File: src/rtl/fetch_pkg.sv
// fetch_pkg: shared state encoding and constants for the instruction-fetch controller.
package fetch_pkg;
  typedef enum logic [1:0] {REQ, WAIT, DROP, HOLD} state_t;
  localparam int PC_STEP = 4;
  localparam logic [31:0] RESET_PC = 32'hbfc00000;
endpackage

File: src/rtl/fetch_redirect_buf.sv
// fetch_redirect_buf: holds the most recent redirect target until the fetch
// controller locks it as a fetch address.
module fetch_redirect_buf #(
  parameter int WIDTH = 32
) (
  input  logic             clk,
  input  logic             rst_n,
  input  logic             i_set,
  input  logic [WIDTH-1:0] i_pc,
  input  logic             i_consume,
  output logic [WIDTH-1:0] o_pend_pc,
  output logic             o_pend_valid
);
  logic [WIDTH-1:0] r_pend_pc;
  logic             r_pend_valid;
  always_ff @(posedge clk or negedge rst_n) begin
    if (!rst_n) begin
      r_pend_pc    <= '0;
      r_pend_valid <= 1'b0;
    end else if (i_set) begin
      r_pend_pc    <= i_pc;
      r_pend_valid <= 1'b1;
    end else if (i_consume) begin
      r_pend_valid <= 1'b0;
    end
  end
  assign o_pend_pc    = r_pend_pc;
  assign o_pend_valid = r_pend_valid;
endmodule

File: src/rtl/fetch_ctrl.sv
// fetch_ctrl: single-outstanding instruction fetch between PC selector and decode.
// Define FETCH_PERF_CNT_EN to add saturating fetch/drop performance counters.
module fetch_ctrl #(
  parameter int               WIDTH    = 32,
  parameter logic [WIDTH-1:0] RESET_PC = fetch_pkg::RESET_PC
) (
  input  logic             clk,
  input  logic             rst_n,
  input  logic [WIDTH-1:0] pc_des,
  input  logic             redirect,
  output logic [WIDTH-1:0] pc_seq,
  output logic             pc_en,
  output logic             inst_req,
  output logic [WIDTH-1:0] inst_addr,
  input  logic             inst_addr_ok,
  input  logic             inst_data_ok,
  input  logic [WIDTH-1:0] inst_rdata,
  output logic             if_valid,
  output logic [WIDTH-1:0] if_pc,
  output logic [WIDTH-1:0] if_inst,
  output logic             if_adel,
  input  logic             id_allowin
`ifdef FETCH_PERF_CNT_EN
  ,
  output logic [31:0]      perf_fetch_cnt,
  output logic [31:0]      perf_drop_cnt
`endif
);
  import fetch_pkg::*;
  state_t           r_state;
  logic             r_lock;
  logic             r_cancel;
  logic [WIDTH-1:0] r_addr_q;
  logic [WIDTH-1:0] r_if_pc;
  logic [WIDTH-1:0] r_if_inst;
  logic             r_if_adel;
  logic [WIDTH-1:0] w_pend_pc;
  logic             w_pend_valid;
  logic [WIDTH-1:0] w_fa;
  logic             w_cancel;
  logic             w_consume;
  // A redirect in the same cycle as an unlocked REQ defers locking by one
  // cycle so the new target is taken from the buffer, never a stale one.
  assign w_consume = (r_state == REQ) && !r_lock && !redirect;
  assign w_fa      = w_pend_valid ? w_pend_pc : pc_des;
  assign w_cancel  = r_cancel || redirect;
  fetch_redirect_buf #(.WIDTH(WIDTH)) u_redirect_buf (
    .clk          (clk),
    .rst_n        (rst_n),
    .i_set        (redirect),
    .i_pc         (pc_des),
    .i_consume    (w_consume),
    .o_pend_pc    (w_pend_pc),
    .o_pend_valid (w_pend_valid)
  );
  always_ff @(posedge clk or negedge rst_n) begin
    if (!rst_n) begin
      r_state   <= REQ;
      r_lock    <= 1'b0;
      r_cancel  <= 1'b0;
      r_addr_q  <= RESET_PC;
      r_if_pc   <= '0;
      r_if_inst <= '0;
      r_if_adel <= 1'b0;
    end else begin
      case (r_state)
        REQ:
          if (!r_lock) begin
            if (w_consume && w_fa[1:0] != 2'b00) begin
              r_if_pc   <= w_fa;
              r_if_inst <= '0;
              r_if_adel <= 1'b1;
              r_state   <= HOLD;
            end else if (w_consume) begin
              r_addr_q <= w_fa;
              r_lock   <= 1'b1;
            end
          end else if (inst_addr_ok) begin
            r_lock   <= 1'b0;
            r_cancel <= 1'b0;
            if (w_cancel) r_state <= DROP;
            else begin
              r_if_pc <= r_addr_q;
              r_state <= WAIT;
            end
          end else if (redirect) r_cancel <= 1'b1;
        WAIT:
          if (redirect) r_state <= inst_data_ok ? REQ : DROP;
          else if (inst_data_ok) begin
            r_if_inst <= inst_rdata;
            r_if_adel <= 1'b0;
            r_state   <= HOLD;
          end
        DROP:
          if (inst_data_ok) r_state <= REQ;
        HOLD:
          if (redirect || id_allowin) r_state <= REQ;
        default: r_state <= REQ;
      endcase
    end
  end
  assign inst_req  = (r_state == REQ) && r_lock;
  assign inst_addr = r_addr_q;
  assign pc_en     = inst_req && inst_addr_ok && !w_cancel;
  assign pc_seq    = r_addr_q + WIDTH'(PC_STEP);
  assign if_valid  = (r_state == HOLD) && !redirect;
  assign if_pc     = r_if_pc;
  assign if_inst   = r_if_inst;
  assign if_adel   = r_if_adel;
`ifdef FETCH_PERF_CNT_EN
  logic [31:0] r_fetch_cnt;
  logic [31:0] r_drop_cnt;
  logic        w_drop;
  assign w_drop = inst_data_ok && ((r_state == DROP) || (r_state == WAIT && redirect));
  always_ff @(posedge clk or negedge rst_n) begin
    if (!rst_n) begin
      r_fetch_cnt <= '0;
      r_drop_cnt  <= '0;
    end else begin
      if (pc_en && r_fetch_cnt != '1) r_fetch_cnt <= r_fetch_cnt + 32'd1;
      if (w_drop && r_drop_cnt != '1) r_drop_cnt <= r_drop_cnt + 32'd1;
    end
  end
  assign perf_fetch_cnt = r_fetch_cnt;
  assign perf_drop_cnt  = r_drop_cnt;
`endif
endmodule

File: config.mk
export PLATFORM = sky130hd
export DESIGN_NAME = fetch_ctrl
export DESIGN_NICKNAME = d
export VERILOG_FILES = /design/src/rtl/fetch_pkg.sv /design/src/rtl/fetch_redirect_buf.sv /design/src/rtl/fetch_ctrl.sv
export SDC_FILE = /design/constraint.sdc
export NUM_CORES = 1
export LEC_CHECK = 0
export CORE_ASPECT_RATIO = 1.2
export CORE_MARGIN = 10
export CORE_UTILIZATION = 35
export DETAILED_ROUTE_END_ITERATION = 7
export GPL_TIMING_DRIVEN = 0
export PLACE_DENSITY = 0.73
export RECOVER_POWER = 50
export SLEW_MARGIN = 5
export SYNTH_ARGS = -nofsm -noshare
export SYNTH_HDL_FRONTEND = slang
export SYNTH_SLANG_ARGS = --single-unit
File: constraint.sdc
create_clock -name clk -period 3.3 [get_ports clk]
set_clock_uncertainty 0.1 [all_clocks]
set_input_delay 0.66 -clock clk [delete_from_list [all_inputs] [get_ports clk]]
set_output_delay 0.66 -clock clk [all_outputs]
set_load 0.05 [all_outputs]
**Word-level counts from Yosys, hierarchy flattened**

Index checks and enable logic that the tools add are counted.
Widths: inputs -> output; s select.

- Add/subtract/negate cells: 1
- Equality and inequality tests: 14
- Multiplexer cells: 33
- Bitwise operators: 2
- Reduce and logical (&&, ||, !) cells: 23

Operator list:

| kind | count |
|---|---|
| $mux 32 | 9 |
| $pmux 32 s2 | 1 |
| $add 32x3->32 const B | 1 |
| $mux 2 | 9 |
| $ne 2x2->1 const B | 7 |
| $mux 1 | 12 |
| $reduce_and 5->1 | 2 |
| $reduce_bool 2->1 | 5 |
| $pmux 2 s4 | 1 |
| $reduce_and 4->1 | 2 |
| $logic_and 1x1->1 | 7 |
| $ne 3x3->1 const B | 2 |
| $eq 2x2->1 const B | 2 |
| $logic_not 1->1 | 3 |
| $ne 3x2->1 const B | 1 |
| $reduce_and 3->1 | 1 |
| $eq 2x1->1 const B | 1 |
| $logic_not 2->1 | 1 |
| $logic_or 1x1->1 | 2 |
| $ne 2x1->1 const B | 1 |
| $not 1->1 | 2 |
| $pmux 1 s2 | 1 |

- Bits in registers: 134
- Input bits: 70
- Output and inout port bits: 132
- Word-level logic and storage cells: 82

**Longest topological paths before layout**

Gate-level depths: netlist of the first run.

- Depth in word-level cells: 7
- Mapped depth: 6
- Mapped depth without buffers: 5

**Cells and area by module**

Synthesis of the first run repeated with hierarchy kept, for this count alone.

- Cells, all modules: 581
- Area, all modules: 6453.7 um^2

By module, submodules not included:

| module | instances | cells an instance | area an instance (um^2) | seq. area each (um^2) |
|---|---|---|---|---|
| fetch_ctrl | 1 | 510 | 5076.1 | 2538.7 |
| fetch_redirect_buf | 1 | 71 | 1377.6 | 825.8 |

**Worst setup path after synthesis of the first run**

Ideal clock, no wire load.

- Path kind: register -> output
- Start point: register r_addr_q[2], in the netlist inst_addr[2]
- End point: output port pc_seq[28]
- Arrival time: 2.745 ns
- Required time: 2.540 ns
- Slack: -0.205 ns
- Cell stages (with the launch flop): 7
- Buffers on the path: 1
- Cell sequence: dfrtp_1 > ha_1 > inv_1 > or4_4 > buf_6 > nor4_4 > xor2_1

- Cells in the longest elaborated chain, start to end: 1

Ends and longest elaborated chain:

| what | line | RTL |
|---|---|---|
| from (decl) | fetch_ctrl.sv:33 | `logic [WIDTH-1:0] r_addr_q;` |
| from (signal assigned) | fetch_ctrl.sv:75 | `r_addr_q <= w_fa;` |
| $add 32x3->32 | fetch_ctrl.sv:105 | `assign pc_seq = r_addr_q + WIDTH'(PC_STEP);` |
| to (decl) | fetch_ctrl.sv:11 | `output logic [WIDTH-1:0] pc_seq,` |

Every way passes these cells.

**Final worst setup path of the first run**

- Start point: register r_addr_q[2], in the netlist inst_addr[2]
- End point: output port pc_seq[30]

The elaborated chain is that of the path after synthesis.

==> reports/summary.md, run 1 <==
## Timing
- maximum clock rate: 0.310 GHz
- hold violation count in the final report: 0
- setup tns final: 0 ps
- final count of negative-setup-slack endpoints: 0
- minimum clock period: 3220 ps
- final-layout worst hold slack: 381 ps
- Worst-Margin Slew: 2470 ps
- worst path setup slack after routing: 75.9 ps
- share of the cycle needed by the critical path after routing: 97.7%
- total count of max-transition violations in the final report: 43
- remaining max-slew budget at the tightest pin: -65.0%

## Critical path
- slowest CP cell: sky130_fd_sc_hd__or4_4
- WP data arrival: 2460 ps
- Max Fanout on Critical Path: 7
- CP peak stage delay: 540 ps
- crit path launch type: register
- CP endpoint kind: primary output
- internal reg-to-reg setup slack: 820 ps
- class of the most critical setup path: register to primary output
- required time reported for the critical path endpoint: 2540 ps
- CP cell instances: ha_4 -> inv_1 -> or4_4 -> buf_6 -> nor4_4 -> xnor2_1 -> buf_4

## Job
- # Max-Cap Violations: 1

## Status
- failing checks: capacitance limit, slew limit
- status: finished, violations left

## Placement
- count of input and output buffers: 201
- detailed-placement wirelength estimate: 14700 µm
- worst slack, placed: -503 ps
- gp weighted congestion: 0.810
- instance area at placement: 8650 µm²

## Synth
- register area share after synthesis: 53.4%
- number of warnings issued by yosys: 0
- number of enable flip-flop cells after synthesis: 0
- ranking of synthesized cells by area: sky130_fd_sc_hd__dfrtp_1 50%, sky130_fd_sc_hd__mux2_2 7.9%, sky130_fd_sc_hd__mux2i_1 5.1%, sky130_fd_sc_hd__a22o_1 4.6%, sky130_fd_sc_hd__nand2_1 4.4%
- portion of synthesized cell area occupied by the leading cell type: 49.7%
- Mapped Cells: 556
- synth unique cells: 45
- Post-Syn Nets: 627
- Post-synth ARST share: 100%
- cell type with the largest total area after synthesis: sky130_fd_sc_hd__dfrtp_1
- Top FF cell, synth: sky130_fd_sc_hd__dfrtp_1
- synthesized cell area: 6300 µm²
- register bit count reported by yosys: 134
- Avg Synthesized Cell Area: 11.3 µm²

## Die
- Starting Density: 35.8%
- total number of placement rows: 53
- I/O pin count: 202
- core area: 17600 µm²
- y dimension of the die: 167 µm
- area enclosed by the die boundary: 23800 µm²
- die outline width: 142 µm

## Cells and area
- area growth from synthesis to layout: 46.8%
- fraction of layout cells with a size suffix above 1: 18.4%
- count of antenna diodes in the layout: 0
- area of all placed cells without fillers: 9250 µm²
- count of fill cells added during filler insertion: 1572
- core utilization of the finished layout: 52.6%
- nets@finish: 848

## Drt
- sum of met2 wire segment lengths after detailed routing: 9750 µm
- routed wire length: 19500 µm
- Routed met1 length: 7820 µm
- first-iteration detailed-routing DRC count: 175
- uppermost layer routed: met5
- per-cell routed wire length: 19.3 µm
- post-DR vias/cell: 5.04
- drc violations: 0
- post-route ant nets: 0
- detailed-router iteration count before antenna repair: 4
- total via count after detailed routing: 5093
- routed length on met3: 1530 µm

## GRT
- wire length of the first global-routing pass: 30700 µm
- pin count of the biggest net entering global routing: 93
- GRT Resource Usage Total: 16.3%
- via count of the first global-routing pass: 5417
- total gr overflow: 0
- initial antenna violation count: 1

## Clocking
- CTS sink count: 134
- number of buffers added by the clock tree synthesis step: 17
- # hold bufs at CTS: 0
- post-CTS clock slew at the launch and capture registers of the worst setup and hold paths: 60 ps
- maximum root-to-sink buffer count: 2
- latest clock arrival within the worst-skew pair: 420 ps
- CTS tree: built
- H-tree Lvls: 4
- Root Driver: sky130_fd_sc_hd__clkbuf_16

## Power and ir drop
- standby leakage power: 4.04 nW
- sw frac: 49.5%
- part of the total power dissipated in the clock network: 16.9%
- combinational cell fraction of total power: 56.0%
- peak supply drop: 0.000523 V
- portion of total power attributed to sequential cells: 27.1%
- switching power total: 0.00521 W
- internal power summed over all cells: 0.00531 W
- P per Cell Area: 1140 nW/µm²

## Min path
- kind of path behind the tightest hold check: register to register

[through the flow]
step	cells	total power, W
after floorplan	556	0.00674
after global placement	977	0.00882
after detailed placement	978	0.00891
after CTS	1012	0.0107
after global routing	1010	0.0111
final	1010	0.0105
[synthesized netlist by cell type (2+ instances only)]
master                     number
sky130_fd_sc_hd__inv_1          8
sky130_fd_sc_hd__mux2_2        44
sky130_fd_sc_hd__nand2b_1       2
sky130_fd_sc_hd__nand4_1       12
sky130_fd_sc_hd__xnor2_1       20
sky130_fd_sc_hd__and4_1         2
sky130_fd_sc_hd__buf_2         10
sky130_fd_sc_hd__and2_1         4
sky130_fd_sc_hd__nand3b_1       2
sky130_fd_sc_hd__nor3_1         5
sky130_fd_sc_hd__mux2i_1       32
sky130_fd_sc_hd__mux2_1        21
sky130_fd_sc_hd__nor2_1         8
sky130_fd_sc_hd__nor4_1         2
sky130_fd_sc_hd__nor4_4         2
sky130_fd_sc_hd__xor2_1         8
sky130_fd_sc_hd__o21ai_0       50
sky130_fd_sc_hd__nand3_1       11
sky130_fd_sc_hd__nor3_2         4
sky130_fd_sc_hd__o221ai_1       2
sky130_fd_sc_hd__nand2_1       73
sky130_fd_sc_hd__buf_1          4
sky130_fd_sc_hd__buf_4          3
sky130_fd_sc_hd__a21oi_1        3
sky130_fd_sc_hd__dfrtp_1      125
sky130_fd_sc_hd__and3_1         3
sky130_fd_sc_hd__clkbuf_1      24
sky130_fd_sc_hd__dfstp_2        9
sky130_fd_sc_hd__a22o_1        33
sky130_fd_sc_hd__o21ai_1       15
[worst max-delay path: cells and delay by family (launching register included)]
kind	cells	cell delay, ps
buf+inv	3	490
flops	1	400
simple gates	2	840
fa+ha+maj	1	160
xor+xnor	1	160
[power by group through the flow]
stage                     Combinational [W]  Clock [W]  Sequential (W)
after detailed placement            0.00605          0         0.00286
after CTS                           0.00602    0.00183         0.00283
final                               0.00589    0.00178         0.00285
after global placement              0.00598          0         0.00284
after floorplan                     0.00219          0         0.00455
after global routing                0.00622    0.00189         0.00294
[flip-flops by register name (all words and copies together) (netlist names)]
signal and count:
if_inst 32, if_pc 32, inst_addr 32, u_redirect_buf.o_pend_pc 32
r_state 2, if_adel 1, r_cancel 1, r_lock 1
u_redirect_buf.o_pend_valid 1
[worst paths after layout]
check / from / end / depth (start not counted)
setup / recovery: inst_addr[2]$_DFFE_PN0P_ / pc_seq[30] / 7
hold / removal: if_pc[13]$_DFFE_PN0P_ / if_pc[13]$_DFFE_PN0P_ / 1
max in group asynchronous: rst_n / u_redirect_buf.o_pend_pc[7]$_DFFE_PN0P_ / 1
hold reg to reg: if_pc[13]$_DFFE_PN0P_ / if_pc[13]$_DFFE_PN0P_ / 1
min in group asynchronous: rst_n / if_pc[19]$_DFFE_PN0P_ / 1
setup reg to reg: r_lock$_DFFE_PN0N_ / inst_addr[8]$_DFFE_PN0P_ / 6
[kinds of logic (layout without fill, tap and decap cells)]
kind of cell    count (synthesis)  in the layout  synth area share [%]
xor+xnor                       28             28                  3.89
buf+inv                        50            284                  3.48
fa+ha+maj                       1              1                 0.199
mux                            97             97                  16.7
simple gates                  137            137                  11.3
compound gates                109            109                  11.0
flops                         134            134                  53.4
[metal layers]
metal,global-route usage [%],vias to the layer above
li1,-,2420
met1,18.8,2493
met2,26.7,149
met3,6.46,29
met4,6.04,2
met5,0,-
[cell usage in the layout (no fill, tap or decap), types with 3 or more instances in the layout]
cell type and count:
sky130_fd_sc_hd__clkdlybuf4s50_1 144, sky130_fd_sc_hd__dfrtp_1 121, sky130_fd_sc_hd__clkbuf_2 5, sky130_fd_sc_hd__dlygate4sd3_1 30
sky130_fd_sc_hd__and2_1 3, sky130_fd_sc_hd__nor2_1 7, sky130_fd_sc_hd__nor3_1 5, sky130_fd_sc_hd__clkdlybuf4s15_2 13
sky130_fd_sc_hd__mux2i_1 32, sky130_fd_sc_hd__buf_2 10, sky130_fd_sc_hd__clkbuf_16 17, sky130_fd_sc_hd__nand2_1 73
sky130_fd_sc_hd__xor2_2 5, sky130_fd_sc_hd__clkinv_2 5, sky130_fd_sc_hd__mux2_1 21, sky130_fd_sc_hd__dfrtp_2 4
sky130_fd_sc_hd__nand3_1 11, sky130_fd_sc_hd__nor3_2 3, sky130_fd_sc_hd__a22o_1 33, sky130_fd_sc_hd__dlygate4sd2_1 6
sky130_fd_sc_hd__and3_1 3, sky130_fd_sc_hd__clkinvlp_4 3, sky130_fd_sc_hd__xnor2_1 20, sky130_fd_sc_hd__xor2_1 3
sky130_fd_sc_hd__nand4_1 12, sky130_fd_sc_hd__buf_1 3, sky130_fd_sc_hd__o21ai_0 52, sky130_fd_sc_hd__mux2_2 44
sky130_fd_sc_hd__dfstp_2 9, sky130_fd_sc_hd__inv_1 8, sky130_fd_sc_hd__o21ai_1 13, sky130_fd_sc_hd__clkbuf_1 21
sky130_fd_sc_hd__buf_4 8, sky130_fd_sc_hd__a21oi_1 3
[cell type report]
| class | count | area, µm² | share of cell area, % |
|---|---|---|---|
| clock inverters | 12 | 104 | 1.12 |
| multi-input cells | 372 | 2780 | 30.0 |
| repair buffers | 204 | 2040 | 22.1 |
| clock buffers | 20 | 457 | 4.94 |
| plain buffers | 40 | 190 | 2.06 |
| well taps | 220 | 275 | 2.98 |
| flip-flops and latches | 134 | 3370 | 36.4 |
| inverters | 8 | 30.0 | 0.325 |
[timing repair]
item,CTS,global route
hold endpoints to repair,0,0
buffers inserted,2,0
setup endpoints to repair,26,20
gates resized for setup,87,12
cloned,0,0
Note: power is estimated with default switching activity, not from simulation.
==> run 2, diff against run 1 <==
==> constraint.sdc (replaced) <==
create_clock -name clk -period 3.3 [get_ports clk]
set_clock_uncertainty 0.1 [all_clocks]
set_input_delay 0.33 -clock clk [delete_from_list [all_inputs] [get_ports clk]]
set_output_delay 0.33 -clock clk [all_outputs]
set_load 0.05 [all_outputs]
==> run 2 against run 1 <==
The run now ends clean; fmax rose by 2.8%; first-iteration DRC count grew 21%; setup slack better by 89 ps; largest power group unchanged.
==> reports/summary.md, run 2 (synthesis gave the netlist of run 1 again) <==
## Status
- status: complete, no violations, was finished, violations left

## Critical path
- launch point of the worst reg-to-reg path: u_redirect_buf.o_pend_valid$_DFFE_PN0P_, was r_lock$_DFFE_PN0N_
- Crit path buffers/inverters: 3, unchanged
- CP cell instances: ha_1 -> inv_1 -> or4_4 -> buf_6 -> nor3_2 -> xor2_1 -> clkdlybuf4s15_2, was ha_4 -> inv_1 -> or4_4 -> buf_6 -> nor4_4 -> xnor2_1 -> buf_4
- WP data arrival: 2710 ps, was 2460 ps
- CP peak stage delay: 540 ps, about the same
- FF-to-FF End: if_pc[15]$_DFFE_PN0P_, was inst_addr[8]$_DFFE_PN0P_
- CP endpoint kind: primary output, unchanged
- dominant delay contributor by cell family on the critical path: simple AND/OR/NAND/NOR gates, unchanged
- worst-case reg-to-reg path depth: 6, unchanged
- slowest CP cell: sky130_fd_sc_hd__or4_4, unchanged
- class of the most critical setup path: register to primary output, unchanged
- internal reg-to-reg setup slack: 920 ps, was 820 ps
- Max Fanout on Critical Path: 7, unchanged
- required time reported for the critical path endpoint: 2870 ps, was 2540 ps
- crit path launch type: register, unchanged

## Placement
- instance area at placement: 8610 µm², was 8650 µm²
- gp weighted congestion: 0.823, was 0.810
- worst slack, placed: -240 ps, was -503 ps
- count of input and output buffers: 201, unchanged
- detailed-placement wirelength estimate: 14600 µm, was 14700 µm

## Die
- die outline width: 142 µm, unchanged
- I/O pin count: 202, unchanged
- total number of placement rows: 53, unchanged
- core area: 17600 µm², unchanged
- y dimension of the die: 167 µm, unchanged
- Starting Density: 35.8%, unchanged
- area enclosed by the die boundary: 23800 µm², unchanged

## Timing
- setup repair after global routing missed its margin: false
- worst path setup slack after routing: 164 ps, was 75.9 ps
- setup tns final: 0 ps, unchanged
- remaining max-slew budget at the tightest pin: 17.3%, was -65.0%
- total count of max-transition violations in the final report: 0, was 43
- share of the cycle needed by the critical path after routing: 95.0%, was 97.7%
- Worst-Margin Slew: 1240 ps, was 2470 ps
- hold violation count in the final report: 0, unchanged
- final count of negative-setup-slack endpoints: 0, unchanged
- maximum clock rate: 0.319 GHz, was 0.310 GHz
- minimum clock period: 3140 ps, was 3220 ps

## GRT
- wire length of the first global-routing pass: 31200 µm, was 30700 µm
- met1 usage in global routing: 19.1%, was 18.8%
- total gr overflow: 0, unchanged
- initial antenna violation count: 0, was 1
- most utilized layer in the global route result: met2, unchanged
- met2 track utilization from global routing: 26.7%, about the same
- met3 capacity usage during global routing: 6.69%, was 6.46%
- pin count of the biggest net entering global routing: 87, was 93
- via count of the first global-routing pass: 5523, was 5417
- GRT Resource Usage Total: 16.5%, was 16.3%

## Cells and area
- area growth from synthesis to layout: 44.9%, was 46.8%
- area taken by flip-flops and latches: 3370 µm², about the same
- most common cell after layout, fill and taps aside: sky130_fd_sc_hd__clkdlybuf4s50_1, unchanged
- most frequent cells in the layout: 132 x sky130_fd_sc_hd__clkdlybuf4s50_1, 124 x sky130_fd_sc_hd__dfrtp_1, 73 x sky130_fd_sc_hd__nand2_1, was 144 x sky130_fd_sc_hd__clkdlybuf4s50_1, 121 x sky130_fd_sc_hd__dfrtp_1, 73 x sky130_fd_sc_hd__nand2_1
- count of antenna diodes in the layout: 0, unchanged
- area of all placed cells without fillers: 9130 µm², was 9250 µm²
- Multi-input gate area: 2710 µm², was 2780 µm²
- fraction of layout cells with a size suffix above 1: 15.3%, was 18.4%
- count of fill cells added during filler insertion: 1550, was 1572
- nets@finish: 849, was 848

## Clocking
- number of setup buffers added after CTS: 0, was 2
- H-tree Lvls: 4, unchanged
- maximum root-to-sink buffer count: 2, unchanged
- latest clock arrival within the worst-skew pair: 410 ps, was 420 ps
- number of buffers added by the clock tree synthesis step: 17, unchanged
- post-CTS clock slew at the launch and capture registers of the worst setup and hold paths: 60 ps, about the same
- CTS tree: built, unchanged
- CTS sink count: 134, unchanged
- Root Driver: sky130_fd_sc_hd__clkbuf_16, unchanged

## Drt
- total via count after detailed routing: 5094, was 5093
- post-DR vias/cell: 5.04, about the same
- detailed-router iteration count before antenna repair: 5, was 4
- post-route ant nets: 0, unchanged
- per-cell routed wire length: 19.2 µm, was 19.3 µm
- first-iteration detailed-routing DRC count: 212, was 175
- routed wire length: 19400 µm, was 19500 µm
- drc violations: 0, unchanged

## Job
- # Max-Cap Violations: 0, was 1

## Power and ir drop
- P per Cell Area: 1130 nW/µm², was 1140 nW/µm²
- peak supply drop: 0.000530 V, was 0.000523 V
- standby leakage power: 4.06 nW, was 4.04 nW

## Min path
- kind of path behind the tightest hold check: register to register, unchanged
- WHS Path Cells: 1, unchanged
- origin of the worst min-delay path: if_pc[4]$_DFFE_PN0P_, was if_pc[13]$_DFFE_PN0P_
- end of the worst hold path: if_pc[4]$_DFFE_PN0P_, was if_pc[13]$_DFFE_PN0P_

==> run 2: area by class of cell <==
| cell class | count | share of cell area [%] |
|---|---|---|
| multi-input combinational | 372 | 29.7 |
| timing repair buffer | 203 | 22.0 |
| inverter | 8 | 0.329 |
| tap | 220 | 3.02 |
| sequential | 134 | 36.9 |
| buffer | 42 | 2.08 |
| clock inverter | 14 | 1.12 |
| clock buffer | 18 | 4.81 |
==> run 2: timing repair <==
item	CTS	global route
setup endpoints to repair	20	8
hold buffers	1	0
hold endpoints to repair	48	0
resized for setup	36	11
==> run 2: stage by stage <==
| step | total power (W) | hold WS (ps) | util (%) | instances |
|---|---|---|---|---|
| after detailed placement | 0.00889 | 203 | 49.0 | 978 |
| after global routing | 0.0109 | 405 | 51.9 | 1011 |
| after floorplan | 0.00672 | -65.6 | - | 556 |
| final | 0.0103 | 383 | 51.9 | 1011 |
| after CTS | 0.0106 | 334 | 52.1 | 1011 |
| after global placement | 0.00881 | 373 | 48.9 | 977 |
==> run 2: worst max path at each step <==
stage	start	end	slack [ps]	cells after the start
finish	inst_addr[3]$_DFFE_PN0P_	pc_seq[22]	160	7
CTS	inst_addr[2]$_DFFE_PN0P_	pc_seq[18]	3	6
global route	inst_addr[5]$_DFFE_PN0P_	pc_seq[21]	10	6
detailed placement	inst_addr[6]$_DFFE_PN0P_	pc_seq[31]	-240	6
global placement	rst_n	if_inst[0]$_DFFE_PN0P_	-3710	1
floorplan	inst_addr[2]$_DFFE_PN0P_	pc_seq[28]	120	6
==> run 2: where the power goes <==
part           internal (W)  total [W]  switching [W]  leakage [nW]
combinational       0.00188    0.00580        0.00392          2.16
sequential          0.00228    0.00281       0.000530          1.64
clock              0.000985    0.00173       0.000742         0.259
==> run 2: routing by layer <==
metal	vias up	routed length, µm
li1	2436	-
met1	2460	7920
met2	171	9470
met3	27	1560
met4	0	457
met5	-	0
==> run 3, diff against run 2 <==
Clock period 3.3 ns to 4 ns, I/O delays scaled along.
==> run 3 against run 2 <==
The flow now finishes with violations (capacitance limit, slew limit); non-clock buffer count did not move; sequential share of layout area fell by 0.074 points; wire length barely moved; first-iteration DRC count is 1.4% higher; combinational power is 16% lower; die area did not move; critical path type unchanged; critical endpoint is now pc_seq[30].
==> reports/summary.md, run 3 (synthesis gave the netlist of run 1 again) <==
## Status
- status: finished, violations left, was complete, no violations
- failing checks: capacitance limit, slew limit

## Timing
- share of the cycle needed by the critical path after routing: 94.1%
- remaining max-slew budget at the tightest pin: -79.9%, was 17.3%
- final count of negative-setup-slack endpoints: 0, unchanged
- total count of max-transition violations in the final report: 50, was 0
- setup repair after global routing missed its margin: false, unchanged
- worst path setup slack after routing: 236 ps, was 164 ps
- hold violation count in the final report: 0, unchanged
- Worst-Margin Slew: 2700 ps, was 1240 ps
- final-layout worst hold slack: 384 ps, was 383 ps
- maximum clock rate: 0.266 GHz
- minimum clock period: 3760 ps
- setup tns final: 0 ps, unchanged

## GRT
- wire length of the first global-routing pass: 31200 µm, about the same
- total gr overflow: 0, unchanged
- via count of the first global-routing pass: 5530, was 5523
- most utilized layer in the global route result: met2, unchanged
- met2 track utilization from global routing: 26.7%, about the same
- initial antenna violation count: 0, unchanged
- GRT Resource Usage Total: 16.5%, about the same
- met3 capacity usage during global routing: 6.69%, unchanged
- met1 usage in global routing: 19.1%, unchanged
- pin count of the biggest net entering global routing: 87, unchanged

## Clocking
- CTS sink count: 134, unchanged
- CTS tree: built, unchanged
- H-tree Lvls: 4, unchanged
- maximum root-to-sink buffer count: 2, unchanged
- post-CTS clock slew at the launch and capture registers of the worst setup and hold paths: 60 ps, about the same
- number of buffers added by the clock tree synthesis step: 17, unchanged
- Root Driver: sky130_fd_sc_hd__clkbuf_16, unchanged
- latest clock arrival within the worst-skew pair: 410 ps, about the same

## Die
- y dimension of the die: 167 µm, unchanged
- die outline width: 142 µm, unchanged
- total number of placement rows: 53, unchanged
- core area: 17600 µm², unchanged
- Starting Density: 35.8%, unchanged
- area enclosed by the die boundary: 23800 µm², unchanged
- I/O pin count: 202, unchanged

## Cells and area
- most common cell after layout, fill and taps aside: sky130_fd_sc_hd__clkdlybuf4s50_1, unchanged
- count of antenna diodes in the layout: 0, unchanged
- area of all placed cells without fillers: 9140 µm², was 9130 µm²
- non-filler instance count after layout: 1011, unchanged
- most frequent cells in the layout: 155 x sky130_fd_sc_hd__clkdlybuf4s50_1, 125 x sky130_fd_sc_hd__dfrtp_1, 73 x sky130_fd_sc_hd__nand2_1, was 132 x sky130_fd_sc_hd__clkdlybuf4s50_1, 124 x sky130_fd_sc_hd__dfrtp_1, 73 x sky130_fd_sc_hd__nand2_1
- area growth from synthesis to layout: 45.1%, was 44.9%
- fraction of layout cells with a size suffix above 1: 14.2%, was 15.3%
- nets@finish: 849, unchanged

## Placement
- worst slack, placed: 390 ps, was -240 ps
- detailed-placement wirelength estimate: 14600 µm, unchanged
- cell total after placement: 978, unchanged
- gp weighted congestion: 0.823, unchanged
- count of input and output buffers: 201, unchanged
- instance area at placement: 8610 µm², unchanged

## Drt
- post-DR vias/cell: 5.05, was 5.04
- first-iteration detailed-routing DRC count: 215, was 212
- drc violations: 0, unchanged
- total via count after detailed routing: 5110, was 5094
- routed wire length: 19400 µm, about the same
- per-cell routed wire length: 19.2 µm, about the same
- detailed-router iteration count before antenna repair: 4, was 5
- post-route ant nets: 0, unchanged

## Critical path
- class of the most critical setup path: register to primary output, unchanged
- required time reported for the critical path endpoint: 3500 ps, was 2870 ps
- crit path launch type: register, unchanged
- Max Fanout on Critical Path: 7, unchanged
- CP endpoint kind: primary output, unchanged
- WP data arrival: 3260 ps, was 2710 ps

## Power and ir drop
- P per Cell Area: 940 nW/µm², was 1130 nW/µm²
- peak supply drop: 0.000437 V, was 0.000530 V
- standby leakage power: 3.98 nW, was 4.06 nW

## Job
- # Max-Cap Violations: 1, was 0

## Min path
- kind of path behind the tightest hold check: register to register, unchanged

[run 3: worst paths after layout]
kind | from | end | slack [ps] | depth (start not counted)
worst max-delay path | inst_addr[2]$_DFFE_PN0P_ | pc_seq[30] | 240 | 7
worst min-delay path | if_pc[4]$_DFFE_PN0P_ | if_pc[4]$_DFFE_PN0P_ | 380 | 1
worst max register to register | r_lock$_DFFE_PN0N_ | inst_addr[18]$_DFFE_PN0P_ | 1700 | 6
worst min register to register | if_pc[4]$_DFFE_PN0P_ | if_pc[4]$_DFFE_PN0P_ | 380 | 1
max in group asynchronous | rst_n | if_pc[27]$_DFFE_PN0P_ | 670 | 3
min in group asynchronous | rst_n | if_pc[19]$_DFFE_PN0P_ | 1280 | 2
[run 3: repair_timing]
action,CTS,global route
setup buffers,0,0
pin swaps,0,0
setup endpoints to repair,1,1
endpoints found under the hold margin,48,0
gates resized for setup,1,2
hold buffers,1,0
[run 3: through the flow]
stage | total power (W) | utilization [%]
after CTS | 0.00879 | 52.2
after global routing | 0.00907 | 52.0
after global placement | 0.00727 | 48.9
final | 0.00860 | 52.0
after detailed placement | 0.00733 | 49.0
after floorplan | 0.00554 | -
[run 3: critical path: stages (launching register included)]
cell and delay (ps):
sky130_fd_sc_hd__dfrtp_1 480, sky130_fd_sc_hd__ha_1 260, sky130_fd_sc_hd__inv_1 110, sky130_fd_sc_hd__or4_4 540, sky130_fd_sc_hd__buf_6 170, sky130_fd_sc_hd__nor4_4 280
sky130_fd_sc_hd__xnor2_1 140, sky130_fd_sc_hd__clkdlybuf4s50_1 870
[run 3: cell type report]
class,count,area (µm²)
repair buffers,203,2030
clock buffers,18,439
multi-input cells,372,2710
plain buffers,42,190
well taps,220,275
flip-flops and latches,134,3360
clock inverters,14,103
fillers,1543,8430
inverters,8,30.0
[run 3: report_power, final]
| group | internal, W | total [W] | switching (W) | leakage [nW] |
|---|---|---|---|---|
| Clock | 0.000812 | 0.00143 | 0.000616 | 0.259 |
| Combinational | 0.00162 | 0.00485 | 0.00324 | 2.08 |
| Sequential | 0.00188 | 0.00232 | 0.000438 | 1.64 |
[run 3: layer usage]
| layer | share of wire [%] | vias up |
|---|---|---|
| met5 | 0 | - |
| met3 | 8.3 | 28 |
| met1 | 40 | 2480 |
| met4 | 2.4 | 0 |
| met2 | 49 | 170 |
| li1 | - | 2432 |
